### src/rtl/uart_char_rx_if.sv
// Serial-in / character-out bundle between the UART receiver and its consumer.
// Ports: rx (serial line, idles high), char_out (last good character),
//        enter (fixed-width strobe per good frame), frame_err (sticky bad-stop flag).
interface uart_char_rx_if #(
  parameter int DATA_WIDTH = 8
);
  logic                  rx;
  logic [DATA_WIDTH-1:0] char_out;
  logic                  enter;
  logic                  frame_err;

  // master: the receiver; slave: the line driver / character consumer
  modport master (input rx, output char_out, output enter, output frame_err);
  modport slave  (output rx, input char_out, input enter, input frame_err);
endinterface

### src/rtl/uart_char_rx.sv
// 8N1-style UART receiver producing a held character plus an enter strobe.
// Ports: clk, reset_n (synchronous, active-low), bus (uart_char_rx_if.master).
// Latency: rx fall to enter rise = 2 + HALF + (DATA_WIDTH+1)*CLKS_PER_BIT cycles; no backpressure.
module uart_char_rx #(
  parameter int CLKS_PER_BIT = 868,
  parameter int DATA_WIDTH   = 8,
  parameter int ENTER_CYCLES = 4
) (
  input  logic          clk,
  input  logic          reset_n,
  uart_char_rx_if.master bus
);

  localparam int HALF = CLKS_PER_BIT / 2;
  localparam int CW   = $clog2(CLKS_PER_BIT);
  localparam int IW   = $clog2(DATA_WIDTH + 1);
  localparam int EW   = $clog2(ENTER_CYCLES + 1);

  localparam logic [CW-1:0] CNT_HALF   = CW'(HALF - 1);
  localparam logic [CW-1:0] CNT_LAST   = CW'(CLKS_PER_BIT - 1);
  localparam logic [IW-1:0] IDX_LAST   = IW'(DATA_WIDTH - 1);
  localparam logic [EW-1:0] ENTER_LOAD = EW'(ENTER_CYCLES);

  typedef enum logic [2:0] {
    IDLE  = 3'd0,
    START = 3'd1,
    DATA  = 3'd2,
    STOP  = 3'd3,
    BRK   = 3'd4
  } state_t;

  state_t                state_q, state_nxt;
  logic                  rx_m, rx_s;
  logic [CW-1:0]         cnt;
  logic [IW-1:0]         idx;
  logic [DATA_WIDTH-1:0] sreg;
  logic [DATA_WIDTH-1:0] char_q;
  logic                  err_q;
  logic [EW-1:0]         enter_cnt;

  logic half_hit, bit_hit, last_bit;
  logic cnt_clr, cnt_inc, idx_clr, shift_en, frame_ok, frame_bad;

  assign half_hit = (cnt == CNT_HALF);
  assign bit_hit  = (cnt == CNT_LAST);
  assign last_bit = (idx == IDX_LAST);

  // Two-flop synchronizer; resets to the idle (high) line level.
  always_ff @(posedge clk) begin
    if (!reset_n) begin
      rx_m <= 1'b1;
      rx_s <= 1'b1;
    end else begin
      rx_m <= bus.rx;
      rx_s <= rx_m;
    end
  end

  always_ff @(posedge clk) begin
    if (!reset_n) state_q <= IDLE;
    else          state_q <= state_nxt;
  end

  always_comb begin
    state_nxt = state_q;
    case (state_q)
      IDLE:    if (!rx_s) state_nxt = START;
      START:   if (half_hit) state_nxt = rx_s ? IDLE : DATA;
      DATA:    if (bit_hit && last_bit) state_nxt = STOP;
      STOP:    if (bit_hit) state_nxt = rx_s ? IDLE : BRK;
      // A held-low line must go high before a new start bit can count.
      BRK:     if (rx_s) state_nxt = IDLE;
      default: state_nxt = IDLE;
    endcase
  end

  always_comb begin
    cnt_clr   = 1'b0;
    cnt_inc   = 1'b0;
    idx_clr   = 1'b0;
    shift_en  = 1'b0;
    frame_ok  = 1'b0;
    frame_bad = 1'b0;
    case (state_q)
      START: begin
        if (half_hit) begin
          cnt_clr = 1'b1;
          idx_clr = 1'b1;
        end else begin
          cnt_inc = 1'b1;
        end
      end
      DATA: begin
        if (bit_hit) begin
          cnt_clr  = 1'b1;
          shift_en = 1'b1;
        end else begin
          cnt_inc = 1'b1;
        end
      end
      STOP: begin
        if (bit_hit) begin
          cnt_clr   = 1'b1;
          frame_ok  = rx_s;
          frame_bad = !rx_s;
        end else begin
          cnt_inc = 1'b1;
        end
      end
      default: cnt_clr = 1'b1;
    endcase
  end

  always_ff @(posedge clk) begin
    if (!reset_n) begin
      cnt       <= '0;
      idx       <= '0;
      sreg      <= '0;
      char_q    <= '0;
      err_q     <= 1'b0;
      enter_cnt <= '0;
    end else begin
      if (cnt_clr)      cnt <= '0;
      else if (cnt_inc) cnt <= cnt + 1'b1;

      if (idx_clr)       idx <= '0;
      else if (shift_en) idx <= idx + 1'b1;

      // LSB arrives first, so bits enter at the MSB and walk down to bit 0.
      if (shift_en) sreg <= {rx_s, sreg[DATA_WIDTH-1:1]};

      // The enter counter runs independently so the FSM can take the next
      // start bit while the strobe is still high.
      if (frame_ok) begin
        char_q    <= sreg;
        err_q     <= 1'b0;
        enter_cnt <= ENTER_LOAD;
      end else begin
        if (frame_bad)        err_q     <= 1'b1;
        if (enter_cnt != '0)  enter_cnt <= enter_cnt - 1'b1;
      end
    end
  end

  assign bus.char_out  = char_q;
  assign bus.frame_err = err_q;
  assign bus.enter     = (enter_cnt != '0);

endmodule

### src/flat_wrapper.sv
// flat-port wrapper written by rule: the top's interface ports become plain ports
module uart_char_rx_flat 
#(
  parameter int CLKS_PER_BIT = 868,
  parameter int DATA_WIDTH   = 8,
  parameter int ENTER_CYCLES = 4
)
  (clk, reset_n, bus_rx, bus_char_out, bus_enter, bus_frame_err);
  uart_char_rx_if #(.DATA_WIDTH(DATA_WIDTH)) bus_i ();
  input  logic clk;
  input  logic reset_n;
  input wire logic [$bits(bus_i.rx)-1:0] bus_rx;
  output wire logic [$bits(bus_i.char_out)-1:0] bus_char_out;
  output wire logic [$bits(bus_i.enter)-1:0] bus_enter;
  output wire logic [$bits(bus_i.frame_err)-1:0] bus_frame_err;
  assign bus_i.rx = bus_rx;
  assign bus_char_out = bus_i.char_out;
  assign bus_enter = bus_i.enter;
  assign bus_frame_err = bus_i.frame_err;
  uart_char_rx #(.CLKS_PER_BIT(CLKS_PER_BIT), .DATA_WIDTH(DATA_WIDTH), .ENTER_CYCLES(ENTER_CYCLES)) u_core (.clk(clk), .reset_n(reset_n), .bus(bus_i));
endmodule
### config.mk
export PLATFORM = sky130hd
export DESIGN_NAME = uart_char_rx_flat
export DESIGN_NICKNAME = d
export VERILOG_FILES = /design/src/rtl/uart_char_rx_if.sv /design/src/rtl/uart_char_rx.sv /design/src/flat_wrapper.sv
export SDC_FILE = /design/constraint.sdc
export NUM_CORES = 1
export LEC_CHECK = 0
export CORE_UTILIZATION = 55
export DETAILED_ROUTE_END_ITERATION = 7
export GPL_TIMING_DRIVEN = 1
export PLACE_DENSITY = 0.78
export SLEW_MARGIN = 20
export SYNTH_ARGS = -nofsm -noshare
export SYNTH_HDL_FRONTEND = slang
export SYNTH_SLANG_ARGS = --single-unit
### constraint.sdc
create_clock -name clk -period 2.39 [get_ports clk]
set_clock_uncertainty 0.2 [all_clocks]
set_input_delay 0.478 -clock clk [delete_from_list [all_inputs] [get_ports clk]]
set_output_delay 0.478 -clock clk [all_outputs]
set_load 0.05 [all_outputs]
==> flow_summary_export.csv <==
group,metric,value,unit
run_status,status,"finished clean",
clock_network,clock_pin_transition_on_the_worst_setup_and_hold_timing_paths,0.12,ns
clock_network,clock-sinks,39,
drt,drt-total-wl,3692,um
clock_network,hold_buffers,0,
global_routing,vias_in_the_first_global_route,1374,
synth,count_of_flip_flops_with_a_built_in_enable_after_synthesis,0,
clock_network,cts.htree.levels,2,
synth,yosysTopAreaCell,"sky130_fd_sc_hd__dfxtp_1",
power,static-leakage-power,0.8737,nW
worst_setup_path,cell_family_with_most_cp_delay,"buffers and inverters",
synth,postSynthCellCount,198,
power,power-per-cell-area,650.6,nW/um^2
clock_network,clkLatencyLatePin,0.35,ns
sta,worst_hold_slack,0.2254,ns
clock_network,cts_root_buffer,"sky130_fd_sc_hd__clkbuf_4",
sta,finalSetupViolations,0,
synth,ys_types,44,
hold_path,worst_min_path_class,"flop to flop",
sta,summed_negative_setup_slack_over_all_endpoints,0,ns
clock_network,post_cts_buffers,0,
global_routing,grt_remaining_overflow,0,
worst_setup_path,crit-reg2reg-capture,"u_core.bus.char_out[3]",
run,number_of_max_capacitance_violations_reported,0,
synth,yosysWarnings,0,
clock_network,cts-resized-gates,0,
global_routing,global_route.usage.total,0.2305,
worst_setup_path,criticalPathCategory,"flop to output port",
global_routing,grt_start_max_net_pins,26,
worst_setup_path,regToRegSetupSlack,0.48,ns
drt,ant_nets,0,
drt,via_count,1443,
final_layout,layout-area-overhead-vs-synth,12.82,%
drt,wl_met2,1860,um
worst_setup_path,startpoint,"u_core.bus.char_out[7]",
sta,layout_worst_path_cycle_share,0.9243,
worst_setup_path,critPathLaunchType,"flop",
worst_setup_path,crit_chain,"clkdlybuf4s50_1",
drt,route.detailed.wl_per_inst,14.37,um
worst_setup_path,worst_r2r_startpoint,"u_core.cnt[3]",
sta,timing.final.max_slew_violations,0,
worst_setup_path,critical_path_required_time,1.71,ns
drt,drt_first_iter_violations,81,
synth,synth.top_cell.area_share,0.4143,
worst_setup_path,crit_path_end,"bus_char_out[7]",
placed_design,placement.io_buffers,12,
synth,ys_seq_area_frac,0.4143,
sta,timing.final.crit_period,2.209,ns
drt,wl_met3,163,um
final_layout,nets,221,
synth,synth_top_flop_cell,"sky130_fd_sc_hd__dfxtp_1",
synth,synth_fp_nets,207,
placed_design,detailed_place_hpwl,2547,um
sta,tightestPinTransition,0.4976,ns
floorplan,fp.dieH,60.53,um
worst_setup_path,crit_slowest_cell,"sky130_fd_sc_hd__clkdlybuf4s50_1",
floorplan,fp.dieW,60.53,um
floorplan,core_area,3153,um^2
clock_network,tritoncts.num_buffers,5,
floorplan,number_of_placement_rows,20,
synth,netlist_area_pre_place,1884,um^2
worst_setup_path,crit_fanout,2,
sta,report.final.hold_viol_count,0,
drt,top_layer_used,"met4",
synth,netlist_top_cells_area,"sky130_fd_sc_hd__dfxtp_1 41%, sky130_fd_sc_hd__mux2i_1 10%, sky130_fd_sc_hd__nor2b_1 5.6%, sky130_fd_sc_hd__ha_1 4.0%, sky130_fd_sc_hd__nand4_1 3.0%",
worst_setup_path,count_of_cell_instances_traversed_by_the_critical_path,1,
floorplan,die_ar,3664,um^2
worst_setup_path,crit_path_buffers_inverters,1,
synth,asyncSetResetFlopFracSynth,0,
clock_network,cts_buffer_depth,2,
global_routing,grt_antenna_before_repair,0,
clock_network,clock_tree_from_tritoncts,"done",
final_layout,filler_cell_count,274,
worst_setup_path,cp.arrival,1.53,ns
sta,fmaxAchievable,452.7,MHz
drt,detail_route.drc_violations,0,
synth,synth.avg_cell_area,9.517,um^2
final_layout,antenna-diode-count,0,
sta,rsz_0062_raised_after_global_routing,"no",
global_routing,grt_first_pass_wirelength,6078,um
power,vdd.ir_drop.worst,0.3377,mV
drt,vias_per_cell,5.615,
drt,detailedRoute.firstPassIterationCount,4,
final_layout,layout-drive-gt1-share,0.1033,
worst_setup_path,reg2regPathDepth,5,
placed_design,place.gp.congestion,0.8624,
floorplan,io_pins,13,
drt,wl_met1,1611,um
worst_setup_path,timing.critical_path.slowest_cell_delay,0.81,ns
floorplan,initial_standard_cell_utilization_of_the_core,0.5976,
sta,max-slew-margin-rel,0.6672,
worst_setup_path,timing.critical_path.to_type,"output port",
synth,ys_seq_elements,39,
==> registers in the layout, summed over array words and instances, names as in the netlist <==
name,flops
u_core.bus.char_out,8
u_core.bus.frame_err,1
u_core.cnt,10
u_core.enter_cnt,3
u_core.idx,4
u_core.rx_m,1
u_core.rx_s,1
u_core.sreg,8
u_core.state_q,3
==> area by class of cell <==
class / count / area (um^2) / share of cell area
clock buffer: 6 / 51.30 / 0.02413
clock inverter: 2 / 38.79 / 0.01825
inverter: 9 / 33.78 / 0.01589
multi-input combinational: 140 / 998.5 / 0.4697
sequential: 39 / 780.7 / 0.3673
tap: 44 / 55.05 / 0.02590
timing repair buffer: 17 / 167.7 / 0.07887
==> per-stage QoR <==
step	total power (W)	util	cell area, um^2	cells	worst slack (ns)
floorplan	0.0008328	-	1884	198	0.5690
global placement	0.0009007	0.6456	2036	249	0.5672
detailed placement	0.0009201	0.6456	2036	249	0.5237
CTS	0.001394	0.6742	2126	257	0.1697
global route	0.001449	0.6742	2126	257	0.06778
finish	0.001383	0.6742	2126	257	0.1810
==> layout by cell type (no fill, tap or decap), drive strengths merged, types with 3 or more instances in the layout <==
cell | netlist | layout
a21oi | 7 | 7
and3 | 4 | 4
buf | 8 | 6
clkbuf | 2 | 6
clkdlybuf4s50 | 0 | 11
dfxtp | 39 | 39
ha | 6 | 6
inv | 9 | 10
mux2i | 19 | 19
nand2 | 9 | 9
nand2b | 3 | 3
nand3 | 8 | 8
nand4 | 9 | 9
nor2 | 15 | 15
nor2b | 17 | 17
nor3 | 3 | 3
o21ai | 4 | 4
or3 | 4 | 4
xnor2 | 3 | 3
xor2 | 5 | 5
==> power by group <==
part / leakage [nW] / internal [W] / switching (W)
Sequential: 0.315 / 0.000668 / 0.00000970
Clock: 0.0489 / 0.000253 / 0.000225
Combinational: 0.510 / 0.000100 / 0.000128
==> per-layer routing <==
layer,up-vias,track usage
met5,-,0
met4,0,0.08442
met3,8,0.08102
met2,42,0.3862
met1,673,0.2728
li1,720,-
==> synthesized netlist by cell type (4+ instances only) <==
master and n:
sky130_fd_sc_hd__dfxtp_1 39, sky130_fd_sc_hd__mux2i_1 19, sky130_fd_sc_hd__nor2b_1 17, sky130_fd_sc_hd__nor2_1 15
sky130_fd_sc_hd__inv_1 9, sky130_fd_sc_hd__nand2_1 9, sky130_fd_sc_hd__nand4_1 9, sky130_fd_sc_hd__a21oi_1 7
sky130_fd_sc_hd__ha_1 6, sky130_fd_sc_hd__nand3_1 6, sky130_fd_sc_hd__xor2_1 5, sky130_fd_sc_hd__or3_1 4
==> how the worst min path moves through the flow <==
stage	startpoint	endpoint	slack, ns	cells after the start
detailed placement	u_core.rx_m	u_core.rx_s	0.20	1
finish	u_core.rx_m	u_core.rx_s	0.23	1
global placement	u_core.rx_m	u_core.rx_s	0.19	1
floorplan	u_core.rx_m	u_core.rx_s	0.19	1
global route	u_core.rx_m	u_core.rx_s	0.26	1
CTS	u_core.rx_m	u_core.rx_s	0.23	1
==> logic make-up after synthesis <==
family	count (synthesis)	synth area share
flops	39	0.4143
compound gates	21	0.07437
xor+xnor	8	0.03719
fa+ha+maj	6	0.03984
simple gates	86	0.2776
mux	19	0.1009
buf+inv	19	0.05577
Power figures use the tool's default switching activity.
